<file path="src/rtl/asic_host_driver_if.sv">
// Host-side bundle between the controller/testbench and the sorting-ASIC driver.
// The slave modport is the driver's view; the master modport is the controller's view.
interface asic_host_driver_if #(
    parameter int DW = 8,
    parameter int CW = 4
);
    logic          Start;
    logic          Load_we;
    logic [CW-1:0] Load_addr;
    logic [DW-1:0] Load_data;
    logic [CW-1:0] Rd_addr;
    logic [DW-1:0] Rd_data;
    logic          Asic_enable;
    logic [DW-1:0] Asic_data_in;
    logic [DW-1:0] Asic_data_out;
    logic          Asic_finish;
    logic          Busy;
    logic          Done;
    logic          Timeout;
    logic [CW:0]   Count;

    modport slave (
        input  Start, Load_we, Load_addr, Load_data, Rd_addr, Asic_data_out, Asic_finish,
        output Rd_data, Asic_enable, Asic_data_in, Busy, Done, Timeout, Count
    );

    modport master (
        output Start, Load_we, Load_addr, Load_data, Rd_addr, Asic_data_out, Asic_finish,
        input  Rd_data, Asic_enable, Asic_data_in, Busy, Done, Timeout, Count
    );
endinterface

</file>
<file path="src/rtl/asic_host_driver.sv">
// Streams a source buffer into the sorting ASIC, waits for Finish, then
// captures the returned stream into a result buffer readable at any time.
module asic_host_driver #(
    parameter int num_bit_of_data   = 8,
    parameter int num_bit_of_column = 4,
    parameter int TIMEOUT_CYCLES    = 1024
) (
    input  logic                 CLK,
    input  logic                 RST,
    asic_host_driver_if.slave    bus
);
    localparam int DW = num_bit_of_data;
    localparam int CW = num_bit_of_column;
    localparam int N  = 2 ** CW;
    localparam int TW = $clog2(TIMEOUT_CYCLES);

    typedef enum logic [2:0] {S_IDLE, S_SEND, S_WAIT, S_RECV, S_DONE, S_TOUT} state_t;

    state_t        r_state;
    logic [DW-1:0] r_src [N];
    logic [DW-1:0] r_res [N];
    logic [CW:0]   r_idx;
    logic [CW:0]   r_cap;
    logic [TW-1:0] r_tmo;
    logic          r_enable;
    logic [DW-1:0] r_din;
    logic          r_busy;
    logic          r_done;
    logic          r_tout;
    logic [CW:0]   r_count;

    logic          w_src_we;
    logic          w_cap_we;
    logic [CW-1:0] w_next_idx;
    logic [CW:0]   w_cap_next;
    logic [DW-1:0] w_first_word;

    assign w_src_we   = bus.Load_we && (r_state == S_IDLE);
    // Data_out is only trusted while Finish is high, so tri-state junk never lands in res.
    assign w_cap_we   = bus.Asic_finish && ((r_state == S_WAIT) || (r_state == S_RECV));
    assign w_next_idx = r_idx[CW-1:0] + CW'(1);
    assign w_cap_next = r_cap + (CW+1)'(1);
    // A word written on the Start cycle must already be what SEND presents first.
    assign w_first_word = (w_src_we && (bus.Load_addr == '0)) ? bus.Load_data : r_src[0];

    always_ff @(posedge CLK) begin
        if (w_src_we)
            r_src[bus.Load_addr] <= bus.Load_data;
        if (w_cap_we && !RST)
            r_res[r_cap[CW-1:0]] <= bus.Asic_data_out;
    end

    always_ff @(posedge CLK) begin
        if (RST) begin
            r_state  <= S_IDLE;
            r_idx    <= '0;
            r_cap    <= '0;
            r_tmo    <= '0;
            r_enable <= 1'b0;
            r_din    <= '0;
            r_busy   <= 1'b0;
            r_done   <= 1'b0;
            r_tout   <= 1'b0;
            r_count  <= '0;
        end else begin
            r_done <= 1'b0;
            r_tout <= 1'b0;
            case (r_state)
                S_IDLE: begin
                    if (bus.Start) begin
                        r_state  <= S_SEND;
                        r_idx    <= '0;
                        r_cap    <= '0;
                        r_count  <= '0;
                        r_enable <= 1'b1;
                        r_busy   <= 1'b1;
                        r_din    <= w_first_word;
                    end
                end
                S_SEND: begin
                    if (r_idx == (CW+1)'(N-1)) begin
                        r_state <= S_WAIT;
                        r_tmo   <= '0;
                        r_din   <= '0;
                    end else begin
                        r_idx <= r_idx + (CW+1)'(1);
                        r_din <= r_src[w_next_idx];
                    end
                end
                S_WAIT: begin
                    if (bus.Asic_finish) begin
                        r_cap <= (CW+1)'(1);
                        if (N == 1) begin
                            r_state  <= S_DONE;
                            r_enable <= 1'b0;
                            r_busy   <= 1'b0;
                            r_done   <= 1'b1;
                            r_count  <= (CW+1)'(1);
                        end else begin
                            r_state <= S_RECV;
                        end
                    end else if (r_tmo == TW'(TIMEOUT_CYCLES - 1)) begin
                        r_state  <= S_TOUT;
                        r_enable <= 1'b0;
                        r_busy   <= 1'b0;
                        r_tout   <= 1'b1;
                        r_count  <= '0;
                    end else begin
                        r_tmo <= r_tmo + TW'(1);
                    end
                end
                S_RECV: begin
                    if (bus.Asic_finish) begin
                        r_cap <= w_cap_next;
                        if (w_cap_next == (CW+1)'(N)) begin
                            r_state  <= S_DONE;
                            r_enable <= 1'b0;
                            r_busy   <= 1'b0;
                            r_done   <= 1'b1;
                            r_count  <= w_cap_next;
                        end
                    end else begin
                        // Finish dropped early: report however many words arrived.
                        r_state  <= S_DONE;
                        r_enable <= 1'b0;
                        r_busy   <= 1'b0;
                        r_done   <= 1'b1;
                        r_count  <= r_cap;
                    end
                end
                S_DONE:  r_state <= S_IDLE;
                S_TOUT:  r_state <= S_IDLE;
                default: r_state <= S_IDLE;
            endcase
        end
    end

    assign bus.Rd_data      = r_res[bus.Rd_addr];
    assign bus.Asic_enable  = r_enable;
    assign bus.Asic_data_in = r_din;
    assign bus.Busy         = r_busy;
    assign bus.Done         = r_done;
    assign bus.Timeout      = r_tout;
    assign bus.Count        = r_count;
endmodule

</file>
<file path="src/flat_wrapper.sv">
// flat-port wrapper written by rule: the top's interface ports become plain ports
module asic_host_driver_flat 
#(
    parameter int num_bit_of_data   = 8,
    parameter int num_bit_of_column = 4,
    parameter int TIMEOUT_CYCLES    = 1024
)
  (CLK, RST, bus_Start, bus_Load_we, bus_Load_addr, bus_Load_data, bus_Rd_addr, bus_Asic_data_out, bus_Asic_finish, bus_Rd_data, bus_Asic_enable, bus_Asic_data_in, bus_Busy, bus_Done, bus_Timeout, bus_Count);
  asic_host_driver_if #(.DW((8)), .CW((4))) bus_i ();
  input  logic CLK;
  input  logic RST;
  input wire logic [$bits(bus_i.Start)-1:0] bus_Start;
  input wire logic [$bits(bus_i.Load_we)-1:0] bus_Load_we;
  input wire logic [$bits(bus_i.Load_addr)-1:0] bus_Load_addr;
  input wire logic [$bits(bus_i.Load_data)-1:0] bus_Load_data;
  input wire logic [$bits(bus_i.Rd_addr)-1:0] bus_Rd_addr;
  input wire logic [$bits(bus_i.Asic_data_out)-1:0] bus_Asic_data_out;
  input wire logic [$bits(bus_i.Asic_finish)-1:0] bus_Asic_finish;
  output wire logic [$bits(bus_i.Rd_data)-1:0] bus_Rd_data;
  output wire logic [$bits(bus_i.Asic_enable)-1:0] bus_Asic_enable;
  output wire logic [$bits(bus_i.Asic_data_in)-1:0] bus_Asic_data_in;
  output wire logic [$bits(bus_i.Busy)-1:0] bus_Busy;
  output wire logic [$bits(bus_i.Done)-1:0] bus_Done;
  output wire logic [$bits(bus_i.Timeout)-1:0] bus_Timeout;
  output wire logic [$bits(bus_i.Count)-1:0] bus_Count;
  assign bus_i.Start = bus_Start;
  assign bus_i.Load_we = bus_Load_we;
  assign bus_i.Load_addr = bus_Load_addr;
  assign bus_i.Load_data = bus_Load_data;
  assign bus_i.Rd_addr = bus_Rd_addr;
  assign bus_i.Asic_data_out = bus_Asic_data_out;
  assign bus_i.Asic_finish = bus_Asic_finish;
  assign bus_Rd_data = bus_i.Rd_data;
  assign bus_Asic_enable = bus_i.Asic_enable;
  assign bus_Asic_data_in = bus_i.Asic_data_in;
  assign bus_Busy = bus_i.Busy;
  assign bus_Done = bus_i.Done;
  assign bus_Timeout = bus_i.Timeout;
  assign bus_Count = bus_i.Count;
  asic_host_driver #(.num_bit_of_data(num_bit_of_data), .num_bit_of_column(num_bit_of_column), .TIMEOUT_CYCLES(TIMEOUT_CYCLES)) u_core (.CLK(CLK), .RST(RST), .bus(bus_i));
endmodule
</file>
<file path="config.mk">
export PLATFORM = sky130hd
export DESIGN_NAME = asic_host_driver_flat
export DESIGN_NICKNAME = d
export VERILOG_FILES = /design/src/rtl/asic_host_driver_if.sv /design/src/rtl/asic_host_driver.sv /design/src/flat_wrapper.sv
export SDC_FILE = /design/constraint.sdc
export NUM_CORES = 1
export LEC_CHECK = 0
export CAP_MARGIN = 0
export CORE_MARGIN = 3
export CORE_UTILIZATION = 45
export DETAILED_ROUTE_END_ITERATION = 8
export DONT_BUFFER_PORTS = 1
export GPL_ROUTABILITY_DRIVEN = 0
export HOLD_SLACK_MARGIN = 0.02
export PLACE_DENSITY = 0.63
export SLEW_MARGIN = 20
export SYNTH_ARGS = -nofsm -noshare
export SYNTH_HDL_FRONTEND = slang
export SYNTH_SLANG_ARGS = --single-unit
export TNS_END_PERCENT = 5
</file>
<file path="constraint.sdc">
create_clock -name CLK -period 3.5 [get_ports CLK]
set_input_delay 0.7 -clock CLK [delete_from_list [all_inputs] [get_ports CLK]]
set_output_delay 0.7 -clock CLK [all_outputs]
set_load 0.005 [all_outputs]
</file>
==> results of run 1 <==
==> metrics by stage <==
stage	hold WS [ps]	power [mW]	area, µm²	instances	setup slack (ps)
floorplan	445	4.54	12100	699	587
CTS	207	7.70	13400	1067	851
detailed placement	472	4.68	12400	1011	748
finish	234	7.64	13400	1067	883
global placement	459	4.67	12400	1011	801
global route	209	7.91	13400	1067	814
==> synth_stat cells, types with 2 or more instances <==
library cell  count  area [µm²]
a21o_1            3        22.5
a21oi_1          16        80.1
a221o_1           8        80.1
and2_1            2        12.5
and3_1            2        12.5
buf_1             4        15.0
buf_2             8        40.0
buf_6             2        22.5
clkbuf_1         19        71.3
dfxtp_1          39         781
edfxtp_1        256        7690
ha_1              8         100
inv_1             5        18.8
mux2_2            8        90.1
mux2i_1          17         170
mux4_2           72        1620
nand2_1          46         173
nand2b_1          6        37.5
nand3_1          11        55.1
nand3b_1          5        37.5
nand4_1          10        62.6
nor2_1           62         233
nor2b_1           3        18.8
nor3_1           17        85.1
nor3b_1           2        15.0
nor4_1            3        18.8
o21ai_0          11        55.1
o21ai_1           6        30.0
o311ai_1          8        70.1
or3_1             4        25.0
or3b_1            2        17.5
xnor2_1           9        78.8
xor2_1            6        52.6
==> cell families (layout without fill, tap and decap cells) <==
logic type,Yosys count,in the layout
flip-flops,295,295
AND/OR/NAND/NOR,183,183
multiplexers,97,97
AO/OA/AOI/OAI,60,60
buffers and inverters,41,74
XOR/XNOR,15,15
adder cells (fa/ha/maj),8,8
==> placed cells by master (no fill, tap or decap), types with 2 or more instances in the layout <==
cell type	instances
mux2_2	8
a21o_1	3
clkinvlp_4	2
mux2i_1	17
nand3_1	11
a221o_1	8
nand2_1	46
nand3b_1	5
and3_1	2
nor3b_1	2
clkbuf_1	8
edfxtp_1	256
and2_1	2
xor2_1	5
nand2b_1	6
a21oi_1	16
nor2b_1	3
inv_1	5
mux4_2	72
xnor2_1	9
dfxtp_1	38
clkbuf_8	4
buf_4	10
clkbuf_16	31
o21ai_0	11
ha_1	8
o311ai_1	8
nor3_1	17
or3b_1	2
clkinv_2	6
nor2_1	62
o21ai_1	6
nand4_1	10
or3_1	4
nor4_1	3
clkinv_1	5
==> critical path, stage by stage, from the launching register on <==
cell,delay [ps]
dfxtp_1,440
or4b_4,640
or3_4,370
or3_1,550
mux2i_1,210
o311ai_1,300
==> where the power goes <==
group          total, mW  switching, mW  leakage (nW)  internal, mW
Clock               3.04           1.26         0.464          1.78
Combinational      0.649          0.340          1.10         0.309
Sequential          3.96         0.0699          2.62          3.89
Total               7.64           1.67          4.19          5.97
==> per-layer routing <==
metal	GRT usage	vias up	routed length [µm]
li1	-	2809	-
met1	0.211	3170	9580
met2	0.281	150	12000
met5	0	-	0
met3	0.0443	30	1530
met4	0.0317	0	384
==> area by class of cell <==
type                    count  area (µm²)
clock buffers              43         861
inverters                   7        26.3
repair buffers             11        95.1
fillers                  2081       12800
flip-flops and latches    295        8470
multi-input cells         363        3410
clock inverters            13        90.1
well taps                 335         419
==> flip-flops by register name, summed over array words and instances (netlist names) <==
register,flops
u_core.r_idx,5
u_core.bus.Done,1
u_core.bus.Asic_enable,1
u_core.bus.Count,5
u_core.r_state,3
u_core.bus.Timeout,1
u_core.bus.Asic_data_in,8
u_core.r_cap,5
u_core.r_src,128
u_core.r_res,128
u_core.r_tmo,10
==> path summary, 6_finish.rpt <==
kind                               startpoint  slack, ps                                       to  cells past startpoint
min reg2reg  u_core.bus.Count[3]$_SDFFE_PP0P_        470         u_core.bus.Count[3]$_SDFFE_PP0P_                      2
max            u_core.r_state[2]$_SDFFE_PP0P_        880  u_core.bus.Asic_data_in[5]$_SDFFE_PP0P_                      5
max reg2reg    u_core.r_state[2]$_SDFFE_PP0P_        880  u_core.bus.Asic_data_in[5]$_SDFFE_PP0P_                      5
min                                       RST        230             u_core.r_tmo[1]$_SDFFE_PP0P_                      1
==> metrics.txt, run 1 <==
status finished, final reports clean; Post-DP HPWL 15700 µm; post-cts repair resize count 0; pin slew with the least headroom to its limit ~890 ps; Post-Synth XOR/XNOR Area 0.0109; htree depth 1; Detailed Route WL 23500 µm; arrival time worst endpoint just over 3000 ps; Startpoint Class flop; Ys Warns 0; DRC viols 0; vias in the first global route about 6.4k; Setup Skew 7.65 ps; Post-synth EDFFs between 200 and 300; Die Y around 170 µm; # rows 59; max-slew violations 0; Yosys cell types 52; clk sink count about 300; antenna fix cells 0; maxcap violations 0; core region area ~26000 µm²; GRT Residual Overflow 0; Synth async-reset ratio 0; min cycle time layout 2620 ps; Die Footprint 28800 µm²; Worst Path Max Fanout 14; setup total negative slack 0 ps; largest net degree at the start of global routing 36; post-synthesis simple-gate area fraction 0.0729; RSZ-0062 raised after global routing false; f_max roughly 380 MHz; Clock Latency Late Sink between 500 and 600 ps; die width 170 µm; Core Util, Final 0.510; Clock Tree Buf Depth 3; post-synthesis adder-cell area fraction 0.00831; Peak VDD IR slightly below 0.4 mV; fin crit share 0.748; total track usage 0.163; Leak approximately 4.2 nW; Synth Area in Compound Gates 0.0338; largest family of logic cells by synthesized area multiplexers; Clock Tree Root clkbuf_16; Vias/cell approximately 5.8; Starting DRT DRC Count 491; initial core utilization 0.460; Seq cells post-synth between 200 and 300; CTS Buf Count 31; Worst Path Required between 3000 and 4000 ps; clk slew on worst S/H paths about 60 ps; Area Growth Syn to Fin 10.9%; min-delay worst type input pin to flop; Setup Viol. Count Final 0; post-synthesis mux area share 0.156; vias approximately 6.2k; sequential area share after synthesis 0.703; Mapped Area approximately 12000 µm²; CP Class flop to flop; Power Density between 500 and 600 nW/µm²; Mapped Cells between 600 and 700; clock tree from TritonCTS built; Ports between 50 and 60; Syn Area/Cell between 15 and 20 µm²; DR pass1 iterations 5; routed length per placed instance 22.0 µm; Fin. Hold Viols 0; Worst slew margin 0.399; cts hold-fix bufs 0; Setup Fix Bufs, Post-CTS 0; Final ANT Viol Nets 0; PortBufs 0; CP endpoint kind flop; first-pass GRT wire length 36400 µm; initial antenna violation count 0; Layout Nets 746; ys flop type edfxtp_1; Syn Nets about 740; layout cell share with drive strength beyond 1 0.193
No activity file was read; power rests on OpenSTA's default activity.
==> inputs of run 2 (changes only) <==
==> constraint.sdc (replaced) <==
create_clock -name CLK -period 2.7 [get_ports CLK]
set_input_delay 0.54 -clock CLK [delete_from_list [all_inputs] [get_ports CLK]]
set_output_delay 0.54 -clock CLK [all_outputs]
set_load 0.005 [all_outputs]
==> run 2 against run 1 <==
Combinational power up 35%. Register-to-register slack worse by 620 ps. Sequential cell count unchanged. Sequential share of layout area down 0.85 points.
==> metrics.txt, run 2 (synthesis gave the netlist of run 1 again) <==
status finished, final reports clean; CP delay by family, top multiplexers; largest net degree at the start of global routing 36 (unchanged); Post-DP HPWL 15300 µm (-2.1%); hold_sp RST; Worst Path Max Fanout 1 (-13); die width 170 µm (unchanged); post-cts repair resize count 0 (unchanged); min-delay worst type input pin to flop; Area Growth Syn to Fin 12.4%; DR pass1 iterations 5 (unchanged); Clock Latency Late Sink 550 ps (+20 ps); Vias/cell 5.69 (-1.4%); Ports 54 (unchanged); total track usage 0.164 (+0.000588); pin slew with the least headroom to its limit 837 ps (-55.8 ps); worst-path cell chain mux4_2, mux4_2; reg-to-reg slack, setup 260 ps (-620 ps); worst r2r dst u_core.r_src[0][2]$_DFFE_PP_; first-pass GRT wire length 36900 µm (+1.3%); Final ANT Viol Nets 0 (unchanged); Die Y 170 µm (unchanged); clk sink count 295 (unchanged); Power Density 724 nW/µm² (+27%); initial antenna violation count 0 (unchanged); core region area 26200 µm² (unchanged); Clock Tree Buf Depth 3 (unchanged); most frequent cells in the layout 256 x edfxtp_1, 72 x mux4_2, 62 x nor2_1; # rows 59 (unchanged); Fin. Hold Viols 0 (unchanged); CTS Buf Count 30 (-3.2%); clk slew on worst S/H paths 60 ps (about the same); layout cell share with drive strength beyond 1 0.220 (+0.0271); RR Startpoint u_core.r_state[2]$_SDFFE_PP0P_; arrival time worst endpoint 1910 ps (-1130 ps); CP Class flop to primary output; cts hold-fix bufs 0 (unchanged); CP bufs+invs 0 (unchanged); Clock Tree Root clkbuf_16; Startpoint Class flop; f_max approximately 410 MHz; slowest CP cell mux4_2; final setup margin 249 ps (-634 ps); CP endpoint kind primary output; DP Worst Slack 144 ps (-603 ps); initial core utilization 0.460 (unchanged); Peak VDD IR 0.547 mV (+38%); Leak 4.32 nW (+3.3%); routed length per placed instance 21.4 µm (-2.9%); Starting DRT DRC Count 541 (+10%); vias in the first global route 6518 (+1.3%); Die Footprint 28800 µm² (unchanged); antenna fix cells 0 (unchanged); hold path depth 1 (unchanged); Setup Viol. Count Final 0 (unchanged); Worst slew margin 0.437 (+0.0375); DRC viols 0 (unchanged); Detailed Route WL 23400 µm (-0.34%); vias 6230 (+1.2%); hold endpoint u_core.bus.Count[1]$_SDFFE_PP0P_; PortBufs 0 (unchanged); GRT Residual Overflow 0 (unchanged); Setup Fix Bufs, Post-CTS 0 (unchanged); clock tree from TritonCTS built; fin crit share 0.908; hold_ws 58.1 ps (-176 ps); Pwr Total 9.81 mW (+28%); most used cell, CP mux4_2; Setup Skew 18.9 ps (+11.2 ps); Worst Path Required 2160 ps (-1770 ps); fill cell total of the finished layout 2085 (+0.19%); logic depth of the worst register-to-register path 4 (-1); leading cell type in the layout, fill and taps excluded edfxtp_1; maxcap violations 0 (unchanged); setup total negative slack 0 ps (unchanged); RSZ-0062 raised after global routing false; Layout Nets 773 (+3.6%); min cycle time layout between 2000 and 2500 ps; slowest stage delay, CP 510 ps (-130 ps); max-slew violations 0 (unchanged); htree depth 1 (unchanged)
run 2: worst max path at each step:
stage | endpoint | cells past startpoint | from | slack (ps)
2_1_floorplan | bus_Rd_data[0] | 4 | bus_Rd_addr[0] | 110
3_3_place_gp | u_core.bus.Asic_data_in[4]$_SDFFE_PP0P_ | 5 | bus_Load_we | 170
3_5_place_dp | u_core.r_src[0][0]$_DFFE_PP_ | 4 | bus_Load_we | 140
4_1_cts | bus_Rd_data[4] | 2 | u_core.r_res[15][4]$_DFFE_PP_ | 210
5_1_grt | u_core.bus.Asic_enable$_SDFFE_PP0P_ | 6 | u_core.r_cap[0]$_SDFFE_PP0P_ | 180
6_report | bus_Rd_data[0] | 2 | u_core.r_res[11][0]$_DFFE_PP_ | 250
run 2: layout make-up:
type                       count  area, µm²  area share
inverter                       7       26.3     0.00194
clock inverter                16        103     0.00757
tap                          335        419      0.0309
timing repair buffer          39        305      0.0225
clock buffer                  40        820      0.0605
multi-input combinational    363       3410       0.251
sequential                   295       8470       0.625
run 2: per-layer routing:
layer | track usage | wire length (µm)
met5 | 0 | 0
met4 | 0.0466 | 552
met3 | 0.0373 | 1240
met2 | 0.283 | 11800
met1 | 0.209 | 9760
run 2: where the power goes:
part / switching (mW) / total [mW] / leakage (nW) / internal [mW]
Combinational: 0.458 / 0.875 / 1.25 / 0.417
Clock: 1.61 / 3.83 / 0.450 / 2.21
Sequential: 0.0737 / 5.11 / 2.62 / 5.04
Total: 2.14 / 9.81 / 4.32 / 7.67
run 2: metrics by stage:
stage / cell area [µm²] / utilization / instances
3_3_place_gp: 12600 / 0.482 / 1039
2_1_floorplan: 12100 / - / 699
5_1_grt: 13500 / 0.517 / 1095
4_1_cts: 13500 / 0.517 / 1095
6_report: 13500 / 0.517 / 1095
3_5_place_dp: 12600 / 0.482 / 1039
